<file path="config.mk">
export PLATFORM = sky130hd
export DESIGN_NAME = cpu_control_unit
export DESIGN_NICKNAME = d
export VERILOG_FILES = /design/src/rtl/cpu_control_unit.sv
export SDC_FILE = /design/constraint.sdc
export NUM_CORES = 1
export LEC_CHECK = 0
export CAP_MARGIN = 25
export CORE_ASPECT_RATIO = 1.5
export CORE_MARGIN = 10
export CORE_UTILIZATION = 44
export DETAILED_ROUTE_END_ITERATION = 10
export PLACE_DENSITY = 0.77
export SYNTH_ARGS = -nofsm -noshare
export SYNTH_HDL_FRONTEND = slang
export SYNTH_SLANG_ARGS = --single-unit
</file>
<file path="constraint.sdc">
create_clock -name clk -period 2.8 [get_ports clk]
set_input_delay 0.56 -clock clk [delete_from_list [all_inputs] [get_ports clk]]
set_output_delay 0.56 -clock clk [all_outputs]
set_load 0.02 [all_outputs]
</file>
<file path="src/rtl/cpu_control_unit.sv">
// cpu_control_unit: multi-cycle FETCH/DECODE/EXEC/MEM/WB sequencer for the 16-bit procesor core.
module cpu_control_unit #(
  parameter int OPC_W = 4,
  parameter int CNT_W = 16
) (
  input  logic             clk,
  input  logic             rst_n,
  input  logic [15:0]      instr,
  input  logic             alu_zero,
  input  logic             mem_ready,
  output logic             mem_req,
  output logic             mem_we,
  output logic             addr_sel,
  output logic             ir_load,
  output logic             pc_inc,
  output logic             pc_load,
  output logic [2:0]       alu_op,
  output logic             reg_we,
  output logic [1:0]       wb_sel,
  output logic             z_flag,
  output logic             halted,
  output logic             illegal,
  output logic [CNT_W-1:0] instr_cnt
);
  typedef enum logic [2:0] {FETCH, DECODE, EXEC, MEM, WB, HALT} state_t;
  state_t             state_q, state_d;
  logic [OPC_W-1:0]   op_q, op_d;
  logic               z_q, z_d, ill_q, ill_d, retire;
  logic [CNT_W-1:0]   cnt_q, cnt_d;
  logic [OPC_W-1:0]   opc;
  logic               dec_alu, op_alu;
  assign opc     = instr[15 -: OPC_W];
  assign dec_alu = opc >= OPC_W'(1) && opc <= OPC_W'(5);
  assign op_alu  = op_q >= OPC_W'(1) && op_q <= OPC_W'(5);
  assign cnt_d   = cnt_q + CNT_W'(retire);
  assign z_flag    = z_q;
  assign illegal   = ill_q;
  assign instr_cnt = cnt_q;
  assign halted    = state_q == HALT;
  // strobes are gated by rst_n so an asynchronous reset silences them before the next edge
  always_comb begin
    state_d  = state_q;
    op_d     = op_q;
    z_d      = z_q;
    ill_d    = ill_q;
    retire   = 1'b0;
    mem_req  = 1'b0;
    mem_we   = 1'b0;
    addr_sel = 1'b0;
    ir_load  = 1'b0;
    pc_inc   = 1'b0;
    pc_load  = 1'b0;
    alu_op   = 3'b000;
    reg_we   = 1'b0;
    wb_sel   = 2'b00;
    if (rst_n) begin
      case (state_q)
        FETCH: begin
          mem_req = 1'b1;
          ir_load = mem_ready;
          pc_inc  = mem_ready;
          state_d = mem_ready ? DECODE : FETCH;
        end
        DECODE: begin
          op_d = opc;
          if (opc == OPC_W'(0)) begin
            retire  = 1'b1;
            state_d = FETCH;
          end else if (dec_alu || opc == OPC_W'(9) || opc == OPC_W'(10) || opc == OPC_W'(11)) begin
            state_d = EXEC;
          end else if (opc == OPC_W'(6)) begin
            state_d = WB;
          end else if (opc == OPC_W'(7) || opc == OPC_W'(8)) begin
            state_d = MEM;
          end else if (opc == OPC_W'(15)) begin
            retire  = 1'b1;
            state_d = HALT;
          end else begin
            ill_d   = 1'b1;
            retire  = 1'b1;
            state_d = FETCH;
          end
        end
        EXEC: begin
          if (op_alu) begin
            alu_op  = 3'(op_q - OPC_W'(1));
            z_d     = alu_zero;
            state_d = WB;
          end else begin
            pc_load = op_q == OPC_W'(9) || (op_q == OPC_W'(10) && z_q) || (op_q == OPC_W'(11) && !z_q);
            retire  = 1'b1;
            state_d = FETCH;
          end
        end
        MEM: begin
          mem_req  = 1'b1;
          addr_sel = 1'b1;
          mem_we   = op_q == OPC_W'(8);
          retire   = mem_ready && mem_we;
          state_d  = !mem_ready ? MEM : mem_we ? FETCH : WB;
        end
        WB: begin
          reg_we  = 1'b1;
          wb_sel  = op_q == OPC_W'(7) ? 2'b01 : op_q == OPC_W'(6) ? 2'b10 : 2'b00;
          retire  = 1'b1;
          state_d = FETCH;
        end
        HALT:    state_d = HALT;
        default: state_d = FETCH;
      endcase
    end
  end
  always_ff @(posedge clk or negedge rst_n) begin
    if (!rst_n) begin
      state_q <= FETCH;
      op_q    <= '0;
      z_q     <= 1'b0;
      ill_q   <= 1'b0;
      cnt_q   <= '0;
    end else begin
      state_q <= state_d;
      op_q    <= op_d;
      z_q     <= z_d;
      ill_q   <= ill_d;
      cnt_q   <= cnt_d;
    end
  end
endmodule
</file>
* After elaboration in Yosys (flattened, before gate mapping)
Cells that the tools add are included.
Storage, ports and cells: word-level logic and storage cells 89, register bits after elaboration 25, output and inout bits 31
Cells by class: eq/ne operators 18, $lt $le $gt $ge 4, add/subtract/negate cells 2, bitwise gates (word level) 5, reductions and logical operators 18, muxes and demuxes 37
Operator list (number):
- $eq A4 B4 Y1 const B | 9
- $mux W3 | 11
- $mux W1 | 20
- $add A16 B1 Y16 | 1
- $eq A4 B3 Y1 const B | 4
- $pmux W3 S5 | 1
- $ge A4 B1 Y1 const B | 2
- $le A4 B3 Y1 const B | 2
- $mux W2 | 4
- $reduce_and A7 Y1 | 1
- $eq A3 B2 Y1 const B | 2
- $eq A3 B3 Y1 const B | 2
- $logic_or A1 B1 Y1 | 6
- $logic_and A1 B1 Y1 | 5
- $not A1 Y1 | 5
- $logic_not A4 Y1 | 1
- $pmux W1 S4 | 1
- $eq A3 B1 Y1 const B | 1
- $logic_not A3 Y1 | 1
- $reduce_and A3 Y1 | 1
- $sub A3 B1 Y3 const B | 1
- $reduce_and A2 Y1 | 1
- $reduce_or A2 Y1 | 1
- $logic_not A1 Y1 | 1

* Depth between registers and ports, before layout
Gate-level depths: netlist (run 1).
word-level depth 10, mapped depth 11, mapped depth without buffers 11

* Worst setup path before layout (run 1)
OpenSTA, ideal clock, no wires.
kind input to register, from input port instr[13], to register cnt_q[8], in the netlist instr_cnt[8], data arrival time 2.281 ns, stages 10, data required time 2.720 ns, library setup time 0.080 ns, path slack 0.439 ns, buffers on the path 1, cell sequence clkbuf_1 > or4_1 > nand2_1 > a21oi_1 > o21ai_0 > ha_1 > nand2_1 > nor2_1 > and3_1 > xor2_1
Between the ends: cells in the longest elaborated chain, start to end 10, elaborated cells between the ends (all ways) 21, classes of those cells add/sub (1); order compare (2); eq/ne (6); mux (6); reduce/logical (6)
RTL lines:
- from (decl) | line 8 | input logic [15:0] instr,
- $ge A4 B1 Y1 / $le A4 B3 Y1 (equally long branches) | line 33 | assign dec_alu = opc >= OPC_W'(1) && opc <= OPC_W'(5);
- $logic_and A1 B1 Y1 | line 33
- $logic_or A1 B1 Y1 (3 in series) | line 69 | end else if (dec_alu || opc == OPC_W'(9) || opc == OPC_W'(10) || opc == OPC_W'(11)) begin
- $mux W1 | line 69
- $mux W1 * | line 66 | if (opc == OPC_W'(0)) begin
- $pmux W1 S4 * | line 57 | case (state_q)
- $mux W1 * | line 56 | if (rst_n) begin
- $add A16 B1 Y16 * | line 35 | assign cnt_d = cnt_q + CNT_W'(retire);
- net cnt_d[8] | line 29 | logic [CNT_W-1:0] cnt_q, cnt_d;
- to (signal assigned) | line 125 | cnt_q <= cnt_d;
- to (decl) | line 29
The timed path passes the listed nets; every way through them passes the cells marked *. A chain may end at the register's enable or synchronous reset.

* Worst setup path after layout (run 1)
from input port rst_n, to output port ir_load
Between the ends: cells in the longest elaborated chain, start to end 1
RTL lines:
- from (decl) | line 7 | input logic rst_n,
- $mux W1 | line 56
- to (decl) | line 14 | output logic ir_load,
Every way passes these cells.

==> impl_metrics.csv, run 1 <==
group,metric,value,unit
worst_hold_path,worstHoldPathType,"flip-flop to flip-flop",
placement,gp_congestion,0.8289,
synthesis,syn_nets,166,
worst_setup_path,critPathKind,"primary input to output pin",
worst_setup_path,crit_required,2.24,ns
synthesis,netlist_top_cells_area,"dfrtp_1 (45%), xnor2_1 (6.9%), ha_1 (5.4%)",
routing,viasPerCell,5.278,
placement,dp_cells,226,
synthesis,yosysUniqueCellTypes,40,
sta,worst_pin_slew,0.5213,ns
global_routing,grt_pass1_wl,6065,um
floorplan,coreArea,3097,um2
worst_setup_path,cp-start-kind,"primary input",
sta,post-route-period-util,0.9701,
floorplan,dieArea,5873,um2
clocking,cts.htree.levels,1,
synthesis,synthFlopType,"dfrtp_1",
synthesis,synth_cells,140,
floorplan,io_pins,51,
clocking,cts-root-buf,"clkbuf_8",
routing,drt-total-wl,3621,um
global_routing,grt_max_degree,22,
synthesis,syn_avg_cell_area,9.974,um2
synthesis,ys_warn_count,0,
sta,finalSetupViolations,0,
worst_setup_path,arrival,2.16,ns
floorplan,fp.dieH,89.00,um
sta,slew_viol_final,0,
finish,fin_cells,230,
synthesis,async_flop_share,1.000,
global_routing,overflow,0,
power,p_leak,0.0009277,uW
routing,wl_per_cell,15.74,um
clocking,cts_buffer_depth,2,
placement,hpwl,2885,um
global_routing,grt.total_usage,0.1292,
placement,numPortBuffers,38,
clocking,insertion_delay,0.27,ns
routing,drc_errors,0,
routing,ant_nets,0,
synthesis,synth_top_area_frac,0.4480,
power,p_per_area,772.0,nW/um2
synthesis,synth-seq-cells,25,
routing,first_pass_iters,4,
synthesis,synth_edf_count,0,
power,worst_ir_drop_vdd,0.0004557,V
sta,timing_hold_violations_final,0,
synthesis,netlist_top_cells_count,"dfrtp_1 (25), nand2_1 (14), xnor2_1 (11), nor2_1 (9), inv_1 (7)",
clocking,cts.sinks,25,
synthesis,yosysSeqAreaShare,0.4480,
clocking,hold_buffers,0,
global_routing,grt_pass1_vias,1300,
synthesis,yosys.area.top_type,"dfrtp_1",
clocking,cts_setup_buffers,0,
sta,skew,0.002434,ns
run_status,status,"finished, final reports clean",
finish,drive_above_1_share,0.1526,
clocking,cts_tree,"done",
worst_setup_path,cp_max_fo,3,
run,maxCapViolations,0,
finish,nets,217,
sta,relSlewSlack,0.6492,
synthesis,syn-cell-area,1396,um2
sta,post-route-min-period,2.716,ns
finish,area_growth,37.99,%
sta,fmax,368.2,MHz
routing,drtIter0Drc,41,
synthesis,yosysMostFrequentCell,"dfrtp_1",
floorplan,fp.dieW,66.00,um
floorplan,initial_core_util,0.4509,
finish,postLayoutCoreUtil,0.6222,
global_routing,antenna_found_initial,0,
floorplan,rows,25,
finish,antenna_cells,0,
clocking,path_clk_slew,0.08,ns
routing,dr_total_vias,1214,
clocking,numCtsBuffers,3,
worst_setup_path,end_kind,"output pin",
==> kinds of logic after synthesis <==
group | count (synthesis) | synth area share
flip-flops | 25 | 0.4480
AND/OR/NAND/NOR | 57 | 0.2267
buffers and inverters | 13 | 0.04659
XOR/XNOR | 17 | 0.1066
AO/OA/AOI/OAI | 19 | 0.09141
multiplexers | 3 | 0.02688
adder cells (fa/ha/maj) | 6 | 0.05376
==> critical path: stages <==
cell and delay (ns):
clkdlybuf4s50_1 0.53, nor2b_4 0.18, buf_4 0.12, and3_1 0.16
clkdlybuf4s50_1 0.61
==> layout by cell type (no fill, tap or decap), types with 2 or more instances in the layout <==
master and instances:
clkdlybuf4s50_1 28, dfrtp_1 25, nand2_1 14, buf_4 14, xnor2_1 11, nor2_1 9
inv_1 7, xor2_1 6, nand3_1 6, ha_1 6, nand4_1 5, nor3_1 5
a21oi_1 5, o21ai_0 4, clkbuf_2 4, and3_1 3, clkbuf_8 3, dlymetal6s2s_1 3
dlygate4sd2_1 3, nand3b_1 2, nor4_1 2, nor4b_1 2, a32o_1 2, mux2_2 2
==> final timing paths <==
kind | start | to | slack (ns) | cells after the start
setup / recovery | rst_n | ir_load | 0.08 | 5
hold / removal | instr_cnt[15] | instr_cnt[15] | 0.48 | 1
setup reg to reg | op_q[0] | instr_cnt[8] | 0.36 | 11
hold reg to reg | instr_cnt[15] | instr_cnt[15] | 0.48 | 1
max in group asynchronous | rst_n | instr_cnt[9] | 1.84 | 2
min in group asynchronous | rst_n | illegal | 0.68 | 2
==> area by class of cell <==
| type | count | area (um2) |
|---|---|---|
| Inverter | 7 | 26.28 |
| Multi-Input combinational cell | 102 | 710.7 |
| Timing Repair Buffer | 52 | 469.2 |
| Fill cell | 277 | 1170 |
| Clock buffer | 4 | 45.04 |
| Tap cell | 40 | 50.05 |
| Sequential cell | 25 | 625.6 |
==> per-stage QoR <==
step | instance area [um2] | total power (uW) | setup TNS [ns] | worst slack [ns] | hold slack, ns
CTS | 1933 | 1495 | 0 | 0.0003382 | 0.4834
global route | 1927 | 1591 | -0.0005436 | -0.0005436 | 0.5096
global placement | 1893 | 1253 | -1.273 | -0.2758 | 0.4596
detailed placement | 1893 | 1285 | -1.354 | -0.2892 | 0.4652
finish | 1927 | 1488 | 0 | 0.08383 | 0.4795
floorplan | 1396 | 994.3 | 0 | 0.4391 | 0.2644
==> power by group <==
| part | leakage, uW | switching (uW) | internal [uW] |
|---|---|---|---|
| clock | 0.0000228 | 107 | 102 |
| combinational | 0.000584 | 347 | 335 |
| sequential | 0.000321 | 139 | 458 |
| total | 0.000928 | 593 | 895 |
==> timing repair <==
item,in CTS,in global routing
pin swaps,0,0
resized for setup,10,10
setup endpoints to repair,7,7
gates cloned,0,0
==> per-layer routing <==
layer / share of wire / track usage / vias to the layer above
li1: - / - / 585
met1: 0.41 / 0.1325 / 580
met2: 0.50 / 0.2346 / 44
met3: 0.076 / 0.04517 / 5
met4: 0.013 / 0.04589 / 0
met5: 0 / 0 / -
==> registers in the layout (all words and copies together), names as in the netlist <==
name,flops
op_q,4
illegal,1
state_q,3
instr_cnt,16
z_flag,1
Note: power is estimated with default switching activity, not from simulation.
==> run 2: changes to the inputs <==
--- a/config.mk
+++ b/config.mk
@@ -6,8 +6,9 @@
 export NUM_CORES = 1
 export LEC_CHECK = 0
+export ABC_AREA = 1
 export CAP_MARGIN = 25
 export CORE_ASPECT_RATIO = 1.5
 export CORE_MARGIN = 10
-export CORE_UTILIZATION = 44
+export CORE_UTILIZATION = 45
 export DETAILED_ROUTE_END_ITERATION = 10
 export PLACE_DENSITY = 0.77
==> constraint.sdc (replaced) <==
create_clock -name clk -period 2.8 [get_ports clk]
set_input_delay 0.56 -clock clk [delete_from_list [all_inputs] [get_ports clk]]
set_output_delay 0.56 -clock clk [all_outputs]
set_load 0.01 [all_outputs]
==> impl_metrics.csv, run 2 <==
group,metric,value,unit
run_status,status,"finished, final reports clean",
clocking,cts_buffer_depth,2,
finish,largest_reg_flops,16,
worst_setup_path,r2r-start,"op_q[0]",
sta,finalSetupViolations,0,
sta,skew,0.006054,ns
synthesis,ys_warn_count,0,
synthesis,async_flop_share,1.000,
synthesis,yosysSeqAreaShare,0.4163,
finish,post-route-cell-area,2063,um2
placement,dp_cells,288,
routing,wl_per_cell,12.15,um
floorplan,rows,25,
finish,fin_cells,294,
routing,drt-total-wl,3571,um
sta,setup_tns,0,ns
run,maxCapViolations,0,
finish,mostFrequentLayoutCell,"nand2_1",
finish,area_growth,37.30,%
clocking,cts-root-buf,"clkbuf_8",
synthesis,synth_top_area_frac,0.4163,
synthesis,synthFlopType,"dfrtp_1",
global_routing,grt.total_usage,0.1213,
global_routing,overflow,0,
clocking,numCtsBuffers,3,
worst_setup_path,crit_required,2.24,ns
synthesis,synth-seq-cells,25,
worst_setup_path,critPathKind,"flip-flop to output pin",
clocking,cts_tree,"done",
synthesis,synth_edf_count,0,
routing,viasPerCell,4.878,
placement,placed_area,2001,um2
worst_setup_path,cp-start-kind,"flip-flop",
synthesis,netlist_top_cells_count,"nand2_1 (53), nor2_1 (36), dfrtp_1 (25), inv_1 (25), nand3_1 (12)",
worst_setup_path,end_kind,"output pin",
routing,ant_nets,0,
power,p_per_area,652.1,nW/um2
clocking,hold_buffers,0,
synthesis,netlist_top_cells_area,"dfrtp_1 (42%), nand2_1 (13%), nor2_1 (9.0%)",
floorplan,fp.dieW,67.18,um
finish,antenna_cells,0,
clocking,path_clk_slew,0.09,ns
sta,hold_ws,0.4737,ns
placement,numPortBuffers,38,
worst_setup_path,cp_max_fo,4,
clocking,cts.htree.levels,1,
finish,drive_above_1_share,0.08268,
synthesis,yosys.area.top_type,"dfrtp_1",
sta,post-route-min-period,2.656,ns
global_routing,grt_max_degree,23,
clocking,insertion_delay,0.26,ns
routing,drc_errors,0,
sta,slew_viol_final,0,
global_routing,grt_pass1_vias,1434,
floorplan,coreArea,3191,um2
sta,fin_ws,0.1437,ns
placement,pre_cts_ws,0.06299,ns
placement,gp_congestion,0.7870,
synthesis,syn_avg_cell_area,7.402,um2
power,p_leak,0.0009955,uW
worst_setup_path,crit_start,"op_q[0]",
worst_hold_path,hold_start,"illegal",
synthesis,syn_nets,229,
floorplan,fp.dieH,90.78,um
synthesis,synth_cells,203,
routing,drtIter0Drc,53,
routing,dr_total_vias,1434,
floorplan,dieArea,6098,um2
finish,nets,281,
synthesis,yosysUniqueCellTypes,22,
routing,first_pass_iters,5,
worst_hold_path,worstHoldPathType,"flip-flop to flip-flop",
sta,timing_hold_violations_final,0,
sta,worst_pin_slew,0.3113,ns
global_routing,antenna_found_initial,0,
floorplan,initial_core_util,0.4710,
worst_setup_path,arrival,2.10,ns
sta,fmax,376.5,MHz
clocking,cts.sinks,25,
finish,layout_common_cells,"nand2_1 (53), clkdlybuf4s50_1 (37), nor2_1 (36)",
sta,post-route-period-util,0.9487,
placement,hpwl,2966,um
global_routing,grt_pass1_wl,6058,um
synthesis,syn-cell-area,1503,um2
synthesis,yosysMostFrequentCell,"nand2_1",
sta,rsz0062_at_grt,"false",
sta,relSlewSlack,0.7918,
floorplan,io_pins,51,
power,worst_ir_drop_vdd,0.0004231,V
-- run 2: cell types whose count changed in the layout (fill, tap and decap cells not counted), sizes merged, moves of 5 or more --
cell | previous run | this run
clkdlybuf4s50 | 28 | 37
o21ai | 4 | 10
nand2 | 15 | 54
inv | 7 | 27
nand3 | 6 | 13
xnor2 | 11 | 6
nor2 | 9 | 37
-- run 2: critical path, stage by stage (launching register included) --
cell,delay (ns)
dfrtp_1,0.42
inv_1,0.10
ha_1,0.21
inv_1,0.08
nand2_1,0.07
nand3_1,0.12
nand4_1,0.16
nor2_1,0.12
clkdlybuf4s50_1,0.54
-- run 2: final cells by class --
type                            instances  area, um2
Clock buffer                            4      45.04
Inverter                               27      101.3
Fill cell                             308       1127
Sequential cell                        25      625.6
Tap cell                               40      50.05
Multi-Input combinational cell        149      763.2
Timing Repair Buffer                   49      478.0
-- run 2: per-stage QoR --
step / utilization / power [uW]
2_1_floorplan: - / 894.7
3_3_place_gp: 0.6271 / 1129
3_5_place_dp: 0.6271 / 1144
4_1_cts: 0.6412 / 1360
5_1_grt: 0.6467 / 1470
6_report: 0.6467 / 1345
-- run 2: repair_timing --
item / in CTS / in global routing
buffers inserted: 0 / 2
resized for setup: 0 / 1
setup endpoints to repair: 0 / 3
hold endpoints to repair: 0 / 0
-- run 2: path summary, 6_finish.rpt --
check | to | slack, ns | cells after the start
min reg2reg | illegal | 0.47 | 2
min in group asynchronous | op_q[1] | 0.63 | 2
max in group asynchronous | instr_cnt[2] | 1.87 | 2
min | illegal | 0.47 | 2
max | alu_op[1] | 0.14 | 8
max reg2reg | instr_cnt[12] | 0.42 | 18
-- run 2: logic make-up (layout without fill, tap and decap cells) --
family          count (synthesis)  count (layout)  synth area share
compound gates                 14              14           0.04912
simple gates                  118             118            0.3447
xor+xnor                       11              11           0.06411
buf+inv                        29              80           0.07577
fa+ha+maj                       6               6           0.04996
flops                          25              25            0.4163
-- run 2: routing by layer --
metal  part of all wire  global-route usage  vias to the layer above
met1               0.37              0.1197                      653
met2               0.55              0.2349                       41
met5                  0                   0                        -
met3              0.071             0.01988                        4
li1                   -                   -                      736
met4              0.010             0.04124                        0
-- run 2: report_power, final --
part	switching, uW	total, uW	leakage [uW]	internal, uW
clock network	107	208	0.0000228	101
logic	318	581	0.000656	263
registers	109	556	0.000316	447
==> run 3: changes to the inputs <==
Settings changed: SKIP_LAST_GASP set to 1.
==> results of run 3 <==
No change in the layout: final DEF, timing and power equal those of run 2.
